## src/rtl/fifo_port_scheduler_if.sv

```systemverilog
// fifo_port_scheduler_if: producer/consumer handshake and FIFO control bundle for the port scheduler
interface fifo_port_scheduler_if #(
  parameter int NUM_PRODUCERS = 4,
  parameter int DATA_WIDTH    = 6,
  parameter int LEVEL_W       = 5
);
  logic [NUM_PRODUCERS-1:0]            prod_valid;
  logic [NUM_PRODUCERS*DATA_WIDTH-1:0] prod_data;
  logic [NUM_PRODUCERS-1:0]            prod_ready;
  logic                                pop_req;
  logic                                pop_ack;
  logic                                flush;
  logic                                fifo_write_en;
  logic                                fifo_pop;
  logic [DATA_WIDTH-1:0]               fifo_data;
  logic                                fifo_clear;
  logic [LEVEL_W-1:0]                  level;
  logic                                full;
  logic                                empty;
  logic                                busy;
  modport master (
    output prod_valid, prod_data, pop_req, flush,
    input  prod_ready, pop_ack, fifo_write_en, fifo_pop, fifo_data, fifo_clear, level, full, empty, busy
  );
  modport slave (
    input  prod_valid, prod_data, pop_req, flush,
    output prod_ready, pop_ack, fifo_write_en, fifo_pop, fifo_data, fifo_clear, level, full, empty, busy
  );
endinterface

```

## src/rtl/fifo_port_scheduler.sv

```systemverilog
// fifo_port_scheduler: arbitrates one write-or-pop per cycle on a shared FIFO port with shadow occupancy, init clear and flush
module fifo_port_scheduler #(
  parameter int NUM_PRODUCERS = 4,
  parameter int DATA_WIDTH    = 6,
  parameter int DEPTH         = 16,
  parameter int LEVEL_W       = 5
) (
  input logic                clk,
  input logic                reset,
  fifo_port_scheduler_if.slave bus
);
  localparam int PW = NUM_PRODUCERS > 1 ? $clog2(NUM_PRODUCERS) : 1;
  localparam logic [1:0] ST_INIT  = 2'd0;
  localparam logic [1:0] ST_RUN   = 2'd1;
  localparam logic [1:0] ST_FLUSH = 2'd2;
  localparam logic OP_POP   = 1'b0;
  localparam logic OP_WRITE = 1'b1;
  logic [1:0]         state_q, state_d;
  logic [LEVEL_W-1:0] level_q, level_d, lvl;
  logic               last_op_q, last_op_d;
  logic [PW-1:0]      rr_ptr_q, rr_ptr_d, win;
  logic [PW:0]        idx;
  logic               in_run, in_flush, is_full, is_empty, w_ok, p_ok, do_w, do_p, do_f;
  // Scan downward so the lowest offset from rr_ptr is the one left standing
  always_comb begin
    win = '0;
    idx = '0;
    for (int k = NUM_PRODUCERS-1; k >= 0; k--) begin
      idx = {1'b0, rr_ptr_q} + (PW+1)'(k);
      idx = idx >= (PW+1)'(NUM_PRODUCERS) ? idx - (PW+1)'(NUM_PRODUCERS) : idx;
      if (bus.prod_valid[idx[PW-1:0]]) win = idx[PW-1:0];
    end
  end
  // Reset masks the registered level so outputs show the cleared view immediately
  always_comb begin
    lvl       = reset ? '0 : level_q;
    is_full   = lvl == LEVEL_W'(DEPTH);
    is_empty  = lvl == '0;
    in_run    = !reset && state_q == ST_RUN;
    in_flush  = !reset && state_q == ST_FLUSH;
    w_ok      = in_run && |bus.prod_valid && !is_full;
    p_ok      = in_run && bus.pop_req && !is_empty;
    do_w      = w_ok && (!p_ok || last_op_q == OP_POP);
    do_p      = p_ok && (!w_ok || last_op_q == OP_WRITE);
    do_f      = in_flush && !is_empty;
    level_d   = do_w ? lvl + 1'b1 : (do_p || do_f) ? lvl - 1'b1 : lvl;
    last_op_d = do_w ? OP_WRITE : do_p ? OP_POP : last_op_q;
    rr_ptr_d  = !do_w ? rr_ptr_q : win == PW'(NUM_PRODUCERS-1) ? '0 : win + 1'b1;
    state_d   = state_q == ST_INIT ? ST_RUN :
                state_q == ST_RUN  ? ((bus.flush && level_d != '0) ? ST_FLUSH : ST_RUN) :
                (level_d == '0 ? ST_RUN : ST_FLUSH);
  end
  always_ff @(posedge clk) begin
    if (reset) begin
      state_q   <= ST_INIT;
      level_q   <= '0;
      last_op_q <= OP_POP;
      rr_ptr_q  <= '0;
    end else begin
      state_q   <= state_d;
      level_q   <= level_d;
      last_op_q <= last_op_d;
      rr_ptr_q  <= rr_ptr_d;
    end
  end
  assign bus.prod_ready    = do_w ? NUM_PRODUCERS'(1) << win : '0;
  assign bus.pop_ack       = do_p;
  assign bus.fifo_write_en = do_w;
  assign bus.fifo_pop      = do_p || do_f;
  assign bus.fifo_data     = do_w ? bus.prod_data[int'(win)*DATA_WIDTH +: DATA_WIDTH] : '0;
  assign bus.fifo_clear    = reset || state_q == ST_INIT;
  assign bus.level         = lvl;
  assign bus.full          = is_full;
  assign bus.empty         = is_empty;
  assign bus.busy          = reset || state_q != ST_RUN;
endmodule

```

## src/flat_wrapper.sv

```systemverilog
// flat-port wrapper written by rule: the top's interface ports become plain ports
module fifo_port_scheduler_flat 
#(
  parameter int NUM_PRODUCERS = 4,
  parameter int DATA_WIDTH    = 6,
  parameter int DEPTH         = 16,
  parameter int LEVEL_W       = 5
)
  (clk, reset, bus_prod_valid, bus_prod_data, bus_pop_req, bus_flush, bus_prod_ready, bus_pop_ack, bus_fifo_write_en, bus_fifo_pop, bus_fifo_data, bus_fifo_clear, bus_level, bus_full, bus_empty, bus_busy);
  fifo_port_scheduler_if #(.NUM_PRODUCERS(NUM_PRODUCERS), .DATA_WIDTH(DATA_WIDTH), .LEVEL_W(LEVEL_W)) bus_i ();
  input logic clk;
  input logic reset;
  input wire logic [$bits(bus_i.prod_valid)-1:0] bus_prod_valid;
  input wire logic [$bits(bus_i.prod_data)-1:0] bus_prod_data;
  input wire logic [$bits(bus_i.pop_req)-1:0] bus_pop_req;
  input wire logic [$bits(bus_i.flush)-1:0] bus_flush;
  output wire logic [$bits(bus_i.prod_ready)-1:0] bus_prod_ready;
  output wire logic [$bits(bus_i.pop_ack)-1:0] bus_pop_ack;
  output wire logic [$bits(bus_i.fifo_write_en)-1:0] bus_fifo_write_en;
  output wire logic [$bits(bus_i.fifo_pop)-1:0] bus_fifo_pop;
  output wire logic [$bits(bus_i.fifo_data)-1:0] bus_fifo_data;
  output wire logic [$bits(bus_i.fifo_clear)-1:0] bus_fifo_clear;
  output wire logic [$bits(bus_i.level)-1:0] bus_level;
  output wire logic [$bits(bus_i.full)-1:0] bus_full;
  output wire logic [$bits(bus_i.empty)-1:0] bus_empty;
  output wire logic [$bits(bus_i.busy)-1:0] bus_busy;
  assign bus_i.prod_valid = bus_prod_valid;
  assign bus_i.prod_data = bus_prod_data;
  assign bus_i.pop_req = bus_pop_req;
  assign bus_i.flush = bus_flush;
  assign bus_prod_ready = bus_i.prod_ready;
  assign bus_pop_ack = bus_i.pop_ack;
  assign bus_fifo_write_en = bus_i.fifo_write_en;
  assign bus_fifo_pop = bus_i.fifo_pop;
  assign bus_fifo_data = bus_i.fifo_data;
  assign bus_fifo_clear = bus_i.fifo_clear;
  assign bus_level = bus_i.level;
  assign bus_full = bus_i.full;
  assign bus_empty = bus_i.empty;
  assign bus_busy = bus_i.busy;
  fifo_port_scheduler #(.NUM_PRODUCERS(NUM_PRODUCERS), .DATA_WIDTH(DATA_WIDTH), .DEPTH(DEPTH), .LEVEL_W(LEVEL_W)) u_core (.clk(clk), .reset(reset), .bus(bus_i));
endmodule
```

## config.mk

```make
export PLATFORM = sky130hd
export DESIGN_NAME = fifo_port_scheduler_flat
export DESIGN_NICKNAME = d
export VERILOG_FILES = /design/src/rtl/fifo_port_scheduler_if.sv /design/src/rtl/fifo_port_scheduler.sv /design/src/flat_wrapper.sv
export SDC_FILE = /design/constraint.sdc
export NUM_CORES = 1
export LEC_CHECK = 0
export CAP_MARGIN = 5
export CORE_MARGIN = 4
export CORE_UTILIZATION = 41
export CTS_CLUSTER_DIAMETER = 60
export DETAILED_ROUTE_END_ITERATION = 7
export GPL_TIMING_DRIVEN = 0
export MAX_ROUTING_LAYER = met4
export PLACE_DENSITY = 0.83
export SLEW_MARGIN = 20
export SYNTH_ARGS = -nofsm -noshare
export SYNTH_HDL_FRONTEND = slang
export SYNTH_SLANG_ARGS = --single-unit
```

## constraint.sdc

```tcl
create_clock -name clk -period 3.91 [get_ports clk]
set_input_delay 0.782 -clock clk [delete_from_list [all_inputs] [get_ports clk]]
set_output_delay 0.782 -clock clk [all_outputs]
set_load 0.01 [all_outputs]
```

### Yosys cells after proc, flatten, opt, wreduce, memory -nomap -nowiden

Cells that the tools add are included.

| word-level totals | value |
|---|---|
| flip-flop bits (word level) | 10 |
| input port bits | 32 |
| output and inout port bits | 22 |
| logic and storage cells | 87 |

| operators by class | value |
|---|---|
| add/sub/neg operators | 10 |
| multipliers | 1 |
| order comparisons | 8 |
| equal/unequal tests | 5 |
| shifts and indexed selects | 2 |
| muxes and demuxes | 28 |
| bitwise logic cells | 1 |
| reduce and logical (&&, ||, !) cells | 27 |

Operator list:

| operator | number |
|---|---|
| $shiftx A24 B32 Y6 | 1 |
| $mux W2 | 12 |
| $mux W5 | 3 |
| $lt A2 B3 Y1 const B | 4 |
| $logic_and A1 B1 Y1 | 10 |
| $logic_not A5 Y1 | 2 |
| $ge A3 B3 Y1 const B | 3 |
| $bmux W1 S2 | 4 |
| $sub A2 B1 Y2 const B | 4 |
| $mux W1 | 7 |
| $add A2 B2 Y3 const B | 2 |
| $mux W6 | 1 |
| $add A5 B1 Y5 const B | 1 |
| $eq A5 B5 Y1 const B | 1 |
| $logic_not A1 Y1 | 5 |
| $logic_or A1 B1 Y1 | 5 |
| $reduce_bool A5 Y1 | 1 |
| $sub A5 B1 Y5 const B | 1 |
| $eq A2 B2 Y1 const B | 2 |
| $mul A2 B2 Y4 const B | 1 |
| $mux W4 | 1 |
| $reduce_or A4 Y1 | 1 |
| $shl A1 B2 Y4 const A | 1 |
| $add A2 B1 Y3 const B | 1 |
| other kinds (8) | 8 |

### Depth between registers and ports, before layout

Gate-level depths: netlist of run 1.

| depth | value |
|---|---|
| word-level depth | 15 |
| depth in mapped cells | 11 |
| gate-level depth less buffers | 10 |

### Least setup slack after synthesis of run 1

No wires, ideal clock.

| path | value |
|---|---|
| kind | input to output |
| start point | input port reset |
| end point | output port bus_fifo_data[0] |
| arrival time | 2.611 ns |
| required time | 3.128 ns |
| setup slack | 0.517 ns |
| stages | 9 |
| path buffers | 2 |
| cells stage by stage | buf_6 nor2b_1 inv_1 ha_1 nor3b_2 a211oi_4 nand2_2 buf_6 a311oi_1 |

| between the ends | value |
|---|---|
| cells in the longest elaborated chain, start to end | 8 |
| elaborated cells on any way between the ends | 15 |
| those cells by class | eq/ne (1); mux (2); reduce/logical (12) |

RTL lines:

| element | line | source |
|---|---|---|
| from (decl) | flat_wrapper.sv:12 | `input logic reset;` |
| $mux W5 (*) | fifo_port_scheduler.sv:36 | `lvl = reset ? '0 : level_q;` |
| net bus_level[1] | flat_wrapper.sv:23 | `output wire logic [$bits(bus_i.level)-1:0] bus_level;` |
| $logic_not A5 Y1 | fifo_port_scheduler.sv:38 | `is_empty = lvl == '0;` |
| $logic_not A1 Y1 | fifo_port_scheduler.sv:42 | `p_ok = in_run && bus.pop_req && !is_empty;` |
| $logic_and A1 B1 Y1 | fifo_port_scheduler.sv:42 |  |
| $logic_not A1 Y1 | fifo_port_scheduler.sv:43 | `do_w = w_ok && (!p_ok \|\| last_op_q == OP_POP);` |
| $logic_or A1 B1 Y1 | fifo_port_scheduler.sv:43 |  |
| $logic_and A1 B1 Y1 (*) | fifo_port_scheduler.sv:43 |  |
| $mux W6 (*) | fifo_port_scheduler.sv:70 | `assign bus.fifo_data = do_w ? bus.prod_data[int'(win)*DATA_WIDTH +: DATA_WIDTH] : '0;` |
| to (decl) | flat_wrapper.sv:21 | `output wire logic [$bits(bus_i.fifo_data)-1:0] bus_fifo_data;` |

Mark *: on every way through the listed nets, which the timed path passes. The rest lies on a longest branch.

### Final worst setup path of run 1

| path | value |
|---|---|
| start point | input port bus_prod_valid[0] |
| end point | output port bus_prod_ready[0] |

| between the ends | value |
|---|---|
| cells in the longest elaborated chain, start to end | 8 |
| elaborated cells on any way between the ends | 18 |
| those cells by class | shift (1); mux (13); reduce/logical (4) |

RTL lines:

| element | line | source |
|---|---|---|
| from (decl) | flat_wrapper.sv:13 | `input wire logic [$bits(bus_i.prod_valid)-1:0] bus_prod_valid;` |
| $bmux W1 S2 | fifo_port_scheduler.sv:31 | `if (bus.prod_valid[idx[PW-1:0]]) win = idx[PW-1:0];` |
| $mux W1 (not written as such) | fifo_port_scheduler.sv:31 |  |
| $mux W2 (4 in series) | fifo_port_scheduler.sv:31 |  |
| $shl A1 B2 Y4 | fifo_port_scheduler.sv:66 | `assign bus.prod_ready = do_w ? NUM_PRODUCERS'(1) << win : '0;` |
| $mux W4 (*) | fifo_port_scheduler.sv:66 |  |
| to (decl) | flat_wrapper.sv:17 | `output wire logic [$bits(bus_i.prod_ready)-1:0] bus_prod_ready;` |

Every way passes the cells marked *; elsewhere a longest branch is shown, timed or not. The select of a mux whose other input is x is not followed.

==> results of run 1 <==
final timing paths:
| check | startpoint | to | slack [ns] | cells after the start |
|---|---|---|---|---|
| max | bus_prod_valid[0] | bus_prod_ready[0] | 0.13 | 10 |
| max reg2reg | u_core.level_q[1] | u_core.state_q[1] | 1.29 | 10 |
| min reg2reg | u_core.rr_ptr_q[0] | u_core.rr_ptr_q[0] | 0.52 | 2 |
| min | u_core.rr_ptr_q[0] | u_core.rr_ptr_q[0] | 0.52 | 2 |
tightest hold or removal path, cell delays in order, from the launching register on:
cell	delay, ns
dfxtp_1	0.35
nand2_1	0.07
a21oi_1	0.06
flip-flops by register name (all words and copies together), names as in the netlist:
register / count
u_core.level_q: 5
u_core.rr_ptr_q: 2
u_core.state_q: 2
u_core.last_op_q: 1
stage by stage:
stage	setup slack [ns]	std cells	util, %	instance area (um^2)
3_5_place_dp	-0.361	220	65.3	1600
5_1_grt	0.0130	225	68.7	1690
2_1_floorplan	0.517	138	-	1050
6_report	0.135	225	68.7	1690
4_1_cts	0.0128	225	68.1	1670
3_3_place_gp	-0.243	220	65.3	1600
what timing repair did:
action | CTS | global route
setup buffers | 1 | 0
pin swaps | 0 | 1
cloned | 0 | 0
setup endpoints to repair | 10 | 7
endpoints found under the hold margin | 0 | 0
resized for setup | 9 | 8
power by group:
group          internal [W]  switching, W
sequential         0.000135     0.0000408
clock             0.0000566     0.0000403
combinational      0.000251      0.000243
total              0.000443      0.000324
routing by layer:
metal | GRT usage, % | part of all wire [%] | vias up
met3 | 3.29 | 5.0 | 10
met1 | 23.5 | 42 | 564
met2 | 30.1 | 50 | 33
met4 | 7.95 | 2.6 | 0
li1 | - | - | 616
met5 | - | 0 | -
cell type report:
type                    instances  area (um^2)  area share [%]
inverters                      11         41.3            2.45
flip-flops and latches         10          200            11.9
multi-input cells             111          779            46.2
clock buffers                   4         36.3            2.15
well taps                      30         37.5            2.23
plain buffers                   6         48.8            2.89
repair buffers                 53          543            32.2
cells by family (layout without fill, tap and decap cells):
family,count (synthesis),in the layout,synth area share [%]
buffers and inverters,17,74,7.54
xor gates and xnor gates,4,4,3.35
adders and majority gates,7,7,8.37
AOI/OAI and AO/OA,37,37,27.4
DFF,10,10,19.1
and+or+nand+nor,62,62,33.3
muxes,1,1,0.957
placed cells by master, fill, tap and decap left out, types with 3 or more instances in the layout:
cell type        count
clkdlybuf4s50_1     46
nand2_1             15
nor2_1              12
inv_1               10
a211oi_1            10
dfxtp_1             10
and2_1               7
ha_1                 7
a311oi_1             6
dlymetal6s2s_1       6
a21oi_1              5
and3_1               5
nor2b_1              4
nand3_1              4
clkbuf_4             4
buf_4                3
xor2_1               3
==> flow_summary.json, run 1 <==
{
  "ys_seq_elements": 10,
  "cts_hold_buf": 0,
  "synth_area_leader_cell": "dfxtp_1",
  "tns_ns": 0,
  "insertedDiodeCount": 0,
  "first_pass_iters": 4,
  "dieArea_um2": 3420,
  "vias": 1223,
  "grt_use_total_pct": 18.9,
  "slew_violations": 0,
  "portBuffers": 52,
  "core_area_um2": 2450,
  "crit_buf_inv": 4,
  "clk_latency_ns": 0.27,
  "slowest_stage": "clkdlybuf4s50_1",
  "p_total_w": 0.000767,
  "cp-start-kind": "input port",
  "syn_to_final_growth_pct": 61.2,
  "drtIter0Drc": 51,
  "cp_data_required_time_ns": 3.13,
  "fin_skew_ns": 0.00247,
  "ys_seq_area_share_pct": 19.1,
  "antenna_found_initial": 0,
  "drive_above_1_share_pct": 11.8,
  "clock_path_buffers": 2,
  "synth.distinct_cells": 41,
  "path_cells": "clkdlybuf4s50_1, nor2b_1, a21oi_1, o22ai_1, a21oi_2, clkbuf_4, inv_1, ha_1, and3_1, clkdlybuf4s50_1",
  "clkSinkCount": 10,
  "cts_buffers": 3,
  "setup_viol": 0,
  "synthMostInstantiatedCell": "nand2_1",
  "rsz0062_at_grt": "false",
  "vdd_ir_drop_max_v": 0.000313,
  "hold_viol_final": 0,
  "worstSetupEndpointType": "output pin",
  "synthFlopType": "dfxtp_1",
  "num_rows": 18,
  "worstMarginPinSlew_ns": 0.502,
  "place_congestion": 0.866,
  "drc": 0,
  "synth_enable_flop_cells": 0,
  "synth_nets": 177,
  "routedWlPerCell_um": 14.1,
  "drtAntennaViolNets": 0,
  "arrival_ns": 2.99,
  "start_util_pct": 42.6,
  "synth_cells": 138,
  "max_clock_freq_ghz": 0.265,
  "powerDensity_nw_per_um2": 455,
  "hold_slack_ns": 0.525,
  "synth_top_area_share_pct": 19.1,
  "timing.final.crit_period_ns": 3.78,
  "yosys_warnings": 0,
  "fp.dieH_um": 58.5,
  "async_reset_ff_share_pct": 0,
  "max_stage_delay_ns": 0.49,
  "crit_type": "input port to output pin",
  "crit_top_cell": "clkdlybuf4s50_1",
  "status": "finished, final reports clean",
  "synth_area_um2": 1050,
  "netlist_top_cells_count": "nand2_1 (15), nor2_1 (12), a211oi_1 (10), dfxtp_1 (10), inv_1 (10)",
  "cts_tree": "done",
  "grt_max_degree": 12,
  "io_pins": 54,
  "finalWirelength_um": 3180,
  "postSynthAreaPerCell_um2": 7.58,
  "path_max_fanout": 11,
  "grt_pass1_wl_um": 4970,
  "fin_crit_sh_pct": 96.6,
  "grt_overflow": 0,
  "fill_cells": 216,
  "die_w_um": 58.5,
  "timing.slew.headroom_pct": 66.3,
  "leakage_nw": 0.799,
  "final_nets": 235,
  "hold_path_class": "flip-flop to flip-flop",
  "htree_num_levels": 1,
  "clk_pin_slew_worst_paths_ns": 0.07,
  "root_buffer": "clkbuf_4",
  "grt_pass1_vias": 1130,
  "hpwl_um": 2560,
  "via_per_inst": 5.44,
  "cpLargestDelayFamily": "buffers and inverters",
  "drv_cap": 0,
  "synth_area_leaders": "dfxtp_1 (19%), ha_1 (8.4%), a211oi_1 (7.2%)"
}
(Power assumes the default switching activity.)
==> run 2: changes to the inputs <==
--- a/config.mk
+++ b/config.mk
@@ -6,13 +6,15 @@
 export NUM_CORES = 1
 export LEC_CHECK = 0
 export CAP_MARGIN = 5
+export CELL_PAD_IN_SITES_DETAIL_PLACEMENT = 1
+export CELL_PAD_IN_SITES_GLOBAL_PLACEMENT = 1
 export CORE_MARGIN = 4
-export CORE_UTILIZATION = 41
+export CORE_UTILIZATION = 29
 export CTS_CLUSTER_DIAMETER = 60
 export DETAILED_ROUTE_END_ITERATION = 7
 export GPL_TIMING_DRIVEN = 0
 export MAX_ROUTING_LAYER = met4
-export PLACE_DENSITY = 0.83
+export PLACE_DENSITY_LB_ADDON = 0.1
 export SLEW_MARGIN = 20
 export SYNTH_ARGS = -nofsm -noshare
 export SYNTH_HDL_FRONTEND = slang
==> run 2 against run 1 <==
Maximum frequency increased by 0.48%. Setup slack improved by 0.018 ns. Register-to-register slack about the same. Core utilization decreased by 18 points. Combinational power increased by 7.1%. Global-route usage decreased by 1.3 points. Routed wire length increased by 22%. Cell count increased by 8.9%. Die area increased by 35%. Highest routed layer unchanged.
==> flow_summary.json, run 2 (synthesized netlist as in run 1, its figures left out) <==
{
  "status": "finished, final reports clean",
  "crit_top_cell": "buf_4",
  "io_pins": 54,
  "slowest_stage": "clkdlybuf4s50_1",
  "cp_data_required_time_ns": 3.13,
  "p_comb_share_pct": 65.9,
  "fin_cells": 245,
  "final_cell_mix": "clkdlybuf4s50_1 (46), nand2_1 (15), nor2_1 (12)",
  "die_w_um": 68.1,
  "pre_cts_ws_ns": -0.423,
  "cpLargestDelayFamily": "buffers and inverters",
  "cts_tree": "done",
  "syn_to_final_growth_pct": 66.3,
  "timing.final.crit_period_ns": 3.76,
  "htree_num_levels": 1,
  "finalWirelength_um": 3870,
  "start_util_pct": 30.6,
  "path_cells": "buf_6, nor2b_2, inv_1, ha_1, nor3b_2, a211oi_4, buf_4, buf_4, and3_1, clkdlybuf4s50_1",
  "first_pass_iters": 4,
  "path_max_fanout": 9,
  "drive_above_1_share_pct": 14.1,
  "grt_max_degree": 12,
  "core_area_um2": 3420,
  "slew_violations": 0,
  "clk_pin_slew_worst_paths_ns": 0.06,
  "num_rows": 21,
  "max_clock_freq_ghz": 0.266,
  "drtAntennaViolNets": 0,
  "insertedDiodeCount": 0,
  "grt_overflow": 0,
  "grt_pass1_wl_um": 6070,
  "crit_buf_inv": 5,
  "internal-power_w": 0.000458,
  "clkPwrFrac_pct": 12.0,
  "layout_commonest_cell": "clkdlybuf4s50_1",
  "vdd_ir_drop_max_v": 0.000177,
  "p_sw_w": 0.000345,
  "clkSinkCount": 10,
  "fin_skew_ns": 0.00957,
  "clk_latency_ns": 0.28,
  "hold_path_class": "flip-flop to flip-flop",
  "switching_share_pct": 42.9,
  "largest_reg_flops": 5,
  "vias": 1261,
  "largest-register": "u_core.level_q",
  "place_inst": 236,
  "drtIter0Drc": 22,
  "largestRegisters": "u_core.level_q: 5 flops, u_core.rr_ptr_q: 2 flops, u_core.state_q: 2 flops",
  "routedWlPerCell_um": 15.8,
  "drv_cap": 0,
  "post-route-util_pct": 50.9,
  "hold_viol_final": 0,
  "arrival_ns": 2.98,
  "worst_slack_ns": 0.153,
  "setup_viol": 0,
  "max_stage_delay_ns": 0.55,
  "leakage_nw": 0.797,
  "root_buffer": "clkbuf_4",
  "seqPwrFrac_pct": 22.1,
  "final_nets": 239,
  "hpwl_um": 3000,
  "cp-start-kind": "input port",
  "fin_crit_sh_pct": 96.1,
  "place_congestion": 0.766,
  "portBuffers": 52,
  "powerDensity_nw_per_um2": 462,
  "via_per_inst": 5.15,
  "worstMarginPinSlew_ns": 0.434,
  "grt_pass1_vias": 1360,
  "fp.dieH_um": 68.1,
  "dieArea_um2": 4630,
  "crit_type": "input port to output pin",
  "cts_buffers": 3,
  "worstSetupEndpointType": "output pin",
  "grt_use_total_pct": 17.6,
  "drc": 0,
  "cts_hold_buf": 0,
  "clock_path_buffers": 2,
  "rsz0062_at_grt": "false",
  "antenna_found_initial": 0,
  "timing.slew.headroom_pct": 70.8
}
run 2: power by group through the flow:
stage	registers, W	logic (W)	clock network [W]
finish	0.000177	0.000529	0.0000966
CTS	0.000176	0.000512	0.0000986
floorplan	0.000166	0.000304	0
global placement	0.000175	0.000480	0
global route	0.000183	0.000585	0.000103
detailed placement	0.000178	0.000496	0
run 2: metrics by stage:
step	setup TNS (ns)	cell area [um^2]	power, W	hold WS, ns
6_report	0	1740	0.000803	0.524
5_1_grt	0	1740	0.000870	0.583
4_1_cts	0	1690	0.000787	0.519
3_5_place_dp	-3.03	1620	0.000673	0.510
3_3_place_gp	-2.18	1620	0.000655	0.478
2_1_floorplan	0	1050	0.000470	0.459
run 2: layer usage:
| layer | vias to the layer above | GRT usage [%] | wire length [um] |
|---|---|---|---|
| met5 | - | - | 0 |
| met4 | 0 | 7.20 | 57 |
| met3 | 7 | 1.97 | 146 |
| met2 | 34 | 29.8 | 1920 |
| met1 | 595 | 21.2 | 1750 |
| li1 | 625 | - | - |
run 2: worst paths after layout:
check	from	end	slack [ns]	cells past startpoint
worst max-delay path	reset	bus_prod_ready[0]	0.15	10
worst min-delay path	u_core.rr_ptr_q[0]	u_core.rr_ptr_q[0]	0.52	2
worst max register to register	u_core.level_q[1]	u_core.state_q[1]	1.28	10
worst min register to register	u_core.rr_ptr_q[0]	u_core.rr_ptr_q[0]	0.52	2
run 2: area by class of cell:
cell class,count,area (um^2)
tap,46,57.6
sequential,10,200
timing repair buffer,57,566
buffer,6,56.3
multi-input combinational,111,782
clock buffer,4,36.3
inverter,11,41.3
fill,425,1680
run 2: timing repair:
item	CTS	global route
cloned	0	0
endpoints found under the setup margin	10	7
pin swaps	2	1
buffers inserted	1	4
gates resized for setup	10	12
run 2: tightest hold or removal path, cell delays in order (launching register included):
cell	delay, ns
dfxtp_1	0.35
nand2_1	0.08
a21oi_1	0.05
==> run 3: changes to the inputs <==
--- a/config.mk
+++ b/config.mk
@@ -15,6 +15,7 @@
 export GPL_TIMING_DRIVEN = 0
 export MAX_ROUTING_LAYER = met4
 export PLACE_DENSITY_LB_ADDON = 0.1
+export SKIP_LAST_GASP = 1
 export SLEW_MARGIN = 20
 export SYNTH_ARGS = -nofsm -noshare
 export SYNTH_HDL_FRONTEND = slang
==> run 3 against run 2 <==
Core utilization decreased by 0.073 points. Die area unchanged. Sequential power about the same. Design area decreased by 0.14%. Non-clock buffer count unchanged. Combinational power about the same. First-iteration DRC count increased by 9.1%. Setup slack got worse by 0.11 ns. Critical path type unchanged. Highest routed layer unchanged.
==> flow_summary.json, run 3 (synthesized netlist as in run 1, its figures left out) <==
{
  "clk_latency_ns": 0.28,
  "crit_top_cell": "buf_6",
  "setup_viol": 0,
  "clkSinkCount": 10,
  "worstRegToRegCells": 10,
  "path_max_fanout": 10,
  "final_area_um2": 1740,
  "start_util_pct": 30.6,
  "rsz0062_at_grt": "true",
  "leakage_nw": 0.780,
  "powerDensity_nw_per_um2": 463,
  "grt_max_degree": 12,
  "fill_cells": 426,
  "worstMarginPinSlew_ns": 0.434,
  "timing.slew.headroom_pct": 70.8,
  "largestRegisters": "u_core.level_q: 5 flops, u_core.rr_ptr_q: 2 flops, u_core.state_q: 2 flops",
  "htree_num_levels": 1,
  "io_pins": 54,
  "clock_path_buffers": 2,
  "layout_commonest_cell": "clkdlybuf4s50_1",
  "syn_to_final_growth_pct": 66.0,
  "final_nets": 239,
  "fin_crit_sh_pct": 98.8,
  "drv_cap": 0,
  "slowest_stage": "clkdlybuf4s50_1",
  "dieArea_um2": 4630,
  "cpLargestDelayFamily": "simple AND/OR/NAND/NOR gates",
  "path_depth": 9,
  "num_rows": 21,
  "portBuffers": 52,
  "root_buffer": "clkbuf_4",
  "slew_violations": 0,
  "grt_pass1_wl_um": 6070,
  "antenna_found_initial": 0,
  "timing.final.crit_period_ns": 3.86,
  "worstSetupEndpointType": "output pin",
  "largest_reg_flops": 5,
  "cp-start-kind": "input port",
  "vdd_ir_drop_max_v": 0.000177,
  "first_pass_iters": 4,
  "crit_buf_inv": 3,
  "clk_pin_slew_worst_paths_ns": 0.06,
  "drive_above_1_share_pct": 14.1,
  "hold_depth": 2,
  "die_w_um": 68.1,
  "grt_use_total_pct": 17.6,
  "cp_data_required_time_ns": 3.13,
  "insertedDiodeCount": 0,
  "place_area_um2": 1620,
  "hold_slack_ns": 0.524,
  "status": "finished, final reports clean",
  "path_cells": "buf_6, nand2b_1, ha_1, or4b_4, nand4_1, nand2_2, buf_6, a311oi_1, clkdlybuf4s50_1",
  "drc": 0,
  "core_area_um2": 3420,
  "hpwl_um": 3000,
  "hold_path_class": "flip-flop to flip-flop",
  "arrival_ns": 3.08,
  "grt_overflow": 0,
  "finalWirelength_um": 3880,
  "fp.dieH_um": 68.1,
  "place_congestion": 0.766,
  "via_per_inst": 5.15,
  "crit_type": "input port to output pin",
  "vias": 1261,
  "grt_pass1_vias": 1360,
  "max_stage_delay_ns": 0.58,
  "cts_tree": "done",
  "max_clock_freq_ghz": 0.259,
  "largest-register": "u_core.level_q",
  "final_cell_mix": "clkdlybuf4s50_1 (47), nand2_1 (15), nor2_1 (12)",
  "cts_buffers": 3,
  "fin_skew_ns": 0.00957,
  "drtIter0Drc": 24,
  "routedWlPerCell_um": 15.8,
  "drtAntennaViolNets": 0,
  "hold_viol_final": 0
}
## run 3: changes by cell type in the layout (fill, tap and decap cells not counted)
cell / change
clkdlybuf4s50_1: +1
dlymetal6s2s_1: -1
## run 3: cell type report
cell class	count	area, um^2	area share [%]
multi-input combinational	111	782	45.0
tap	46	57.6	3.31
clock buffer	4	36.3	2.09
sequential	10	200	11.5
inverter	11	41.3	2.38
buffer	6	56.3	3.24
timing repair buffer	57	563	32.4
## run 3: repair_timing
action,4_1_cts,5_1_grt
resized for setup,10,11
setup buffers,1,4
endpoints found under the setup margin,10,7
pin swaps,2,1
gates cloned,0,0
hold endpoints to repair,0,0
hold buffers,0,0
## run 3: worst register-to-register path, delay by kind of cell (launching register included)
kind	cells	cell delay, ns
AND/OR/NAND/NOR	6	1.55
flip-flops	1	0.37
adder cells (fa/ha/maj)	1	0.24
buffers and inverters	2	0.22
AO/OA/AOI/OAI	1	0.14
## run 3: final timing paths
check	end	start	slack, ns
hold / removal	u_core.rr_ptr_q[0]	u_core.rr_ptr_q[0]	0.52
setup reg to reg	u_core.state_q[1]	u_core.level_q[1]	1.28
hold reg to reg	u_core.rr_ptr_q[0]	u_core.rr_ptr_q[0]	0.52
setup / recovery	bus_fifo_data[2]	reset	0.05
## run 3: routing by layer
| metal | vias up | wire (um) | global-route usage [%] |
|---|---|---|---|
| li1 | 625 | - | - |
| met1 | 595 | 1750 | 21.2 |
| met2 | 34 | 1930 | 29.8 |
| met3 | 7 | 146 | 1.97 |
| met4 | 0 | 57 | 7.20 |
| met5 | - | 0 | - |
## run 3: power by group
part / internal, W / switching, W / leakage [nW]
Sequential: 0.000135 / 0.0000418 / 0.0824
Clock: 0.0000567 / 0.0000399 / 0.0210
Combinational: 0.000267 / 0.000263 / 0.676
## run 3: stage by stage
step           TNS [ns]  instances  util (%)  power [W]  setup WS, ns
6_report              0        245      50.8   0.000804        0.0452
5_1_grt          -0.164        245      50.8   0.000870        -0.164
4_1_cts               0        241      49.4   0.000787       0.00433
3_5_place_dp      -3.03        236      47.5   0.000673        -0.423
3_3_place_gp      -2.18        236      47.5   0.000655        -0.326
2_1_floorplan         0        138         -   0.000470         0.517
==> variant 1 (settings of run 3) <==
`LEVEL_W` is set to 5 in 3 places; all go to 6.
--- a/src/rtl/fifo_port_scheduler_if.sv
+++ b/src/rtl/fifo_port_scheduler_if.sv
@@ -2,7 +2,7 @@
 interface fifo_port_scheduler_if #(
   parameter int NUM_PRODUCERS = 4,
   parameter int DATA_WIDTH    = 6,
-  parameter int LEVEL_W       = 5
+  parameter int LEVEL_W       = 6
 );
   logic [NUM_PRODUCERS-1:0]            prod_valid;
   logic [NUM_PRODUCERS*DATA_WIDTH-1:0] prod_data;
--- a/src/rtl/fifo_port_scheduler.sv
+++ b/src/rtl/fifo_port_scheduler.sv
@@ -3,7 +3,7 @@
   parameter int NUM_PRODUCERS = 4,
   parameter int DATA_WIDTH    = 6,
   parameter int DEPTH         = 16,
-  parameter int LEVEL_W       = 5
+  parameter int LEVEL_W       = 6
 ) (
   input logic                clk,
   input logic                reset,
--- a/src/flat_wrapper.sv
+++ b/src/flat_wrapper.sv
@@ -4,7 +4,7 @@
   parameter int NUM_PRODUCERS = 4,
   parameter int DATA_WIDTH    = 6,
   parameter int DEPTH         = 16,
-  parameter int LEVEL_W       = 5
+  parameter int LEVEL_W       = 6
 )
   (clk, reset, bus_prod_valid, bus_prod_data, bus_pop_req, bus_flush, bus_prod_ready, bus_pop_ack, bus_fifo_write_en, bus_fifo_pop, bus_fifo_data, bus_fifo_clear, bus_level, bus_full, bus_empty, bus_busy);
   fifo_port_scheduler_if #(.NUM_PRODUCERS(NUM_PRODUCERS), .DATA_WIDTH(DATA_WIDTH), .LEVEL_W(LEVEL_W)) bus_i ();
Interface: changed (resized bus_level); port bits go from 54 to 55. No check against the original RTL was run, so the function may have changed too.
==> variant 1 against run 3 <==
Sequential share of layout area is essentially flat; total power grew 14%; wire length grew 21%; worst setup slack gained 53 ps; area after synthesis grew 10%; final area grew 10%; register-to-register slack lost 100 ps; sequential cell count grew 1; largest cell class unchanged.
==> variant 1: results (changes against run 3) <==
The flow ran to the end, and the final reports show no timing, DRC or antenna violations. In this run the critical register-to-register path is captured at u_core.state_q[0]. The xor/xnor cell area share of the yosys netlist came out at 2.28% (-1.1 points). The placed standard-cell area came out at 1740 um2 (+7.4%). The transition at the pin with the smallest max-transition slack is 545 ps (+111 ps). The fraction of met1 tracks used by global routing came to 23.9% (+2.7 points).

The multiplexer share of the synthesized area came out at 1.74% (+0.78 points). The capturing instance or port of the critical path is bus_fifo_pop. The share of layout cells above drive strength 1 is 11.8% (-2.3 points). The post-route minimum period is 3810 ps (-52.9 ps). The clock root buffer master is clkbuf_8.

The static power due to leakage is 0.828 nW (+6.2%). The adder-cell area share of the yosys netlist was 7.59% (-0.78 points). By area the synthesized netlist is led by dfxtp_1 19%, ha_1 7.6%, nand2_1 7.2%. The number of filler cells placed in the layout is 487 (+14%). The wire length of the first global-routing pass is 7.78 mm (+28%). The placed wire-length estimate after detailed placement came out at 3.75 mm (+25%). The data arrival time at the worst-slack endpoint is 3030 ps (-50 ps).

The synthesized-area fraction occupied by ao, oa, aoi and oai cells came out at 29.7% (+2.3 points). The total length of routed met2 wires was 2.45 mm (+27%). The critical-path maximum fanout is 8 (-2). The power consumed by the clock network came out at 0.116 mW (+20%).

The number of global-route vias before repair came out at 1578 (+16%). The per-cell via count in the routed design is 5.45 (+6.0%). The worst setup path is of the in2out kind.

The peak ir drop on the vdd network is 0.000272 V (+53%). The cell total after placement came to 262 (+11%). The clock network fraction of design power came out at 12.7% (+0.7 points). The worst setup skew after layout came to 1.84 ps (-7.73 ps). The number of violations reported at the end of detailed-routing iteration 0 was 43 (+79%).

The number of cells produced by synthesis came out at 161 (+17%). The cell depth of the worst hold path came out at 2 (unchanged). The insertion delay of the later-clocked pin in the worst-skew pair is 240 ps (-40 ps). The part of the total power dissipated in combinational logic came out at 66.2% (+0.3 points). The global routing usage on met2 came out at 34.1% (+4.2 points). The routed metal-1 wire length is 2.10 mm (+20%). After synthesis, the most frequently instantiated cells are 22 x nand2_1, 14 x inv_1, 12 x nor2_1, 11 x dfxtp_1. The area of all placed cells without fillers is 1910 um2 (+10%). The sequential fraction of the synthesis area came out at 19.1% (-0.050 points). The number of distinct library cell variants in the gate-level netlist after synthesis came to 45 (+9.8%). The number of buffers inserted by port buffering came out at 53 (+1.9%). The worst hold-check slack is 533 ps (+9.13 ps). The origin of the worst setup path is bus_prod_valid[3].

The met3 capacity usage during global routing is 2.56% (+0.59 points). The pre-CTS worst setup slack is -798 ps (-375 ps). The total routing resource utilization after global routing is 19.3% (+1.7 points).

The largest registers in the layout are u_core.level_q: 6 flops, u_core.rr_ptr_q: 2 flops, u_core.state_q: 2 flops. The internal power contribution was 0.505 mW (+10%). The routed length on met3 was 134 um (-8.2%).
==> variant 1: cell types whose count changed in the layout (fill, tap and decap cells not counted), sizes merged, moves of 4 or more <==
| cell | before | now |
|---|---|---|
| buf | 10 | 6 |
| nor2b | 6 | 1 |
| o211ai | 0 | 4 |
| nand2 | 16 | 22 |
| inv | 11 | 15 |
==> variant 1: final cells by class <==
type | count | share of cell area, %
timing repair buffer | 56 | 28.9
tap | 48 | 3.14
sequential | 11 | 11.5
buffer | 6 | 2.88
inverter | 16 | 3.27
multi-input combinational | 128 | 48.0
clock buffer | 4 | 2.36
==> variant 1: worst max-delay path, delay by kind of cell <==
family / cells / cell delay (ps)
buf+inv: 3 / 1280
simple gates: 1 / 520
compound gates: 2 / 450
==> variant 1: timing repair <==
item | in CTS | in global routing
resized for setup | 21 | 11
endpoints found under the hold margin | 0 | 0
pin swaps | 1 | 1
endpoints found under the setup margin | 12 | 5
buffers inserted | 1 | 2
==> variant 2 (flow settings as in run 3) <==
Made on the original files. Reset style: asynchronous (`reset`), changed in one clocked block.
--- a/src/rtl/fifo_port_scheduler.sv
+++ b/src/rtl/fifo_port_scheduler.sv
@@ -50,7 +50,7 @@
                 state_q == ST_RUN  ? ((bus.flush && level_d != '0) ? ST_FLUSH : ST_RUN) :
                 (level_d == '0 ? ST_RUN : ST_FLUSH);
   end
-  always_ff @(posedge clk) begin
+  always_ff @(posedge clk or posedge reset) begin
     if (reset) begin
       state_q   <= ST_INIT;
       level_q   <= '0;
Check against the original RTL: no difference found for any inputs over 10 cycles, from zero or initial values and one cycle with reset high; that may be too few to reach the edited logic, so the function may still have changed.
==> variant 2 against run 3 <==
Area after synthesis increased by 8.4%; clock skew shrank 1.9 ps; total power increased by 20%; sequential share of layout area up 2.2 points; wire length is 3.7% lower; utilization down 1.9 points; worst setup slack improved by 55 ps; fmax rose by 1.5%; final area is 4.8% higher; critical path depth fell by 1; global-route usage is 2.0 points lower; sequential cell count unchanged; count of clock-buffer cells in the layout is 1 lower.
==> variant 2: results (changes against run 3) <==
The flow ran to the end, and the final reports show no timing, DRC or antenna violations. After synthesis, the most frequently instantiated cells are 23 x nand2_1, 14 x inv_1, 10 x dfrtp_1, 9 x mux2i_1. By area the synthesized netlist is led by dfrtp_1 22%, mux2i_1 7.9%, ha_1 7.7%. The pin count of the biggest net entering global routing is 14 (+2). The number of synthesis warnings came out at 0 (unchanged). The per-cell via count in the routed design came out at 5.04 (-2.2%). The worst hold-check slack came out at 524 ps (+0.315 ps).

The cell depth of the worst flop-to-flop path came to 11 (+1). The part of the cycle the worst path needs is 97.4% (-1.4 points). The cell depth of the worst hold path came out at 1 (-1).

The number of violations reported at the end of detailed-routing iteration 0 was 52 (+120%). The wire length per cell after detailed routing is 14.9 um (-6.0%). The placed standard-cell area is 1720 um2 (+6.2%). The clock transition time at the flip-flop clock pins of the worst setup and hold paths is 40 ps (-20 ps). The number of global-route vias before repair came out at 1361 (+0.074%). The net switching power figure is 0.445 mW (+29%). The total routing resource utilization after global routing was 15.7% (-2.0 points).

The cell total after placement came out at 243 (+3.0%). The routed wire length came out at 3.73 mm (-3.7%). The share of layout cells above drive strength 1 is 18.2% (+4.2 points).

The worst register-to-register path begins at u_core.level_q[1]. The tree is rooted in a clkbuf_8. The sequential fraction of the synthesis area is 22.1% (+2.9 points). The register-to-register path setup slack is 1360 ps (+80 ps).

The last weighted congestion value of the routability-driven placer is 0.831 (+8.5%). The placed wire-length estimate after detailed placement came out at 2.93 mm (-2.2%). The path with the worst hold slack has its endpoint at u_core.last_op_q. The data arrival time at the worst-slack endpoint is 3030 ps (-50 ps).

The transition at the pin with the smallest max-transition slack is 487 ps (+52.7 ps). The capturing instance or port of the critical path is bus_fifo_pop. The initial antenna violation count came out at 0 (unchanged). The hold path startpoint is u_core.last_op_q.

The wire length of the first global-routing pass was 6.18 mm (+1.8%). The path class of the tightest hold or removal check is reg2reg. The number of distinct library cell variants in the gate-level netlist after synthesis is 41 (unchanged). For this run, the leading register cell type out of synthesis is dfrtp_1.

The average footprint of a synthesized cell is 7.98 um2 (+5.3%). The worst setup skew after layout is 7.67 ps (-1.90 ps). The maximum buffer depth of the clock tree is 2 (unchanged). The CTS buffer count is 3 (unchanged). The worst register-to-register path ends at u_core.state_q[1]. The pre-CTS worst setup slack is -1340 ps (-916 ps). The critical path starts at reset.

The post-synthesis async set-or-reset flop share was 100% (+100 points). The insertion delay of the later-clocked pin in the worst-skew pair came to 230 ps (-50 ps). The peak ir drop on the vdd network is 0.000161 V (-9.3%).

The number of buffers inserted by port buffering is 53 (+1.9%). The critical-path maximum fanout is 8 (-2). The static power due to leakage is 0.882 nW (+13%). The number of nets in the synthesized netlist came out at 181 (+2.3%).
[variant 2: changes by cell type after synthesis, moves of 5 or more]
cell             run 3  this run
dfrtp_1              0        10
dfxtp_1             10         0
mux2i_1              1         9
nand2_1             15        23
a311oi_1             6         0
o21ai_0              0         5
[variant 2: what timing repair did]
item	4_1_cts	5_1_grt
resized for setup	45	9
hold buffers	0	0
setup endpoints to repair	14	9
cloned	0	0
pin swaps	0	1
setup buffers	3	2
[variant 2: kinds of logic after synthesis]
group | after synthesis | share of synthesized area, %
AND/OR/NAND/NOR | 63 | 29.6
AO/OA/AOI/OAI | 32 | 21.4
adder cells (fa/ha/maj) | 7 | 7.73
multiplexers | 9 | 7.95
buffers and inverters | 18 | 7.28
XOR/XNOR | 3 | 3.97
flip-flops | 10 | 22.1
[variant 2: cell type report]
| cell class | instances | area, um2 |
|---|---|---|
| repair buffers | 58 | 533 |
| well taps | 48 | 60.1 |
| clock buffers | 3 | 41.3 |
| flip-flops and latches | 10 | 250 |
| plain buffers | 3 | 23.8 |
| multi-input cells | 114 | 845 |
| fillers | 465 | 1900 |
| inverters | 15 | 67.6 |
[variant 2: critical path, stage by stage]
cell and delay, ps:
buf_4 140, clkinvlp_4 170, nand2_4 130, ha_2 210, or3b_1 420, o211a_1 270, a21oi_4 310, clkdlybuf4s50_1 600
[variant 2: power groups by stage]
stage	registers, mW	logic, mW	clock network [mW]
floorplan	0.182	0.420	0
global placement	0.191	0.635	0
detailed placement	0.195	0.656	0
CTS	0.198	0.655	0.105
global route	0.209	0.733	0.114
finish	0.200	0.663	0.105
[variant 2: metal layers]
layer  vias up  wire [um]  GRT usage [%]
li1        621          -              -
met1       587       1530           17.5
met2        50       1890           27.7
met3         6        239           3.60
met4         0         72           4.68
met5         -          0              -
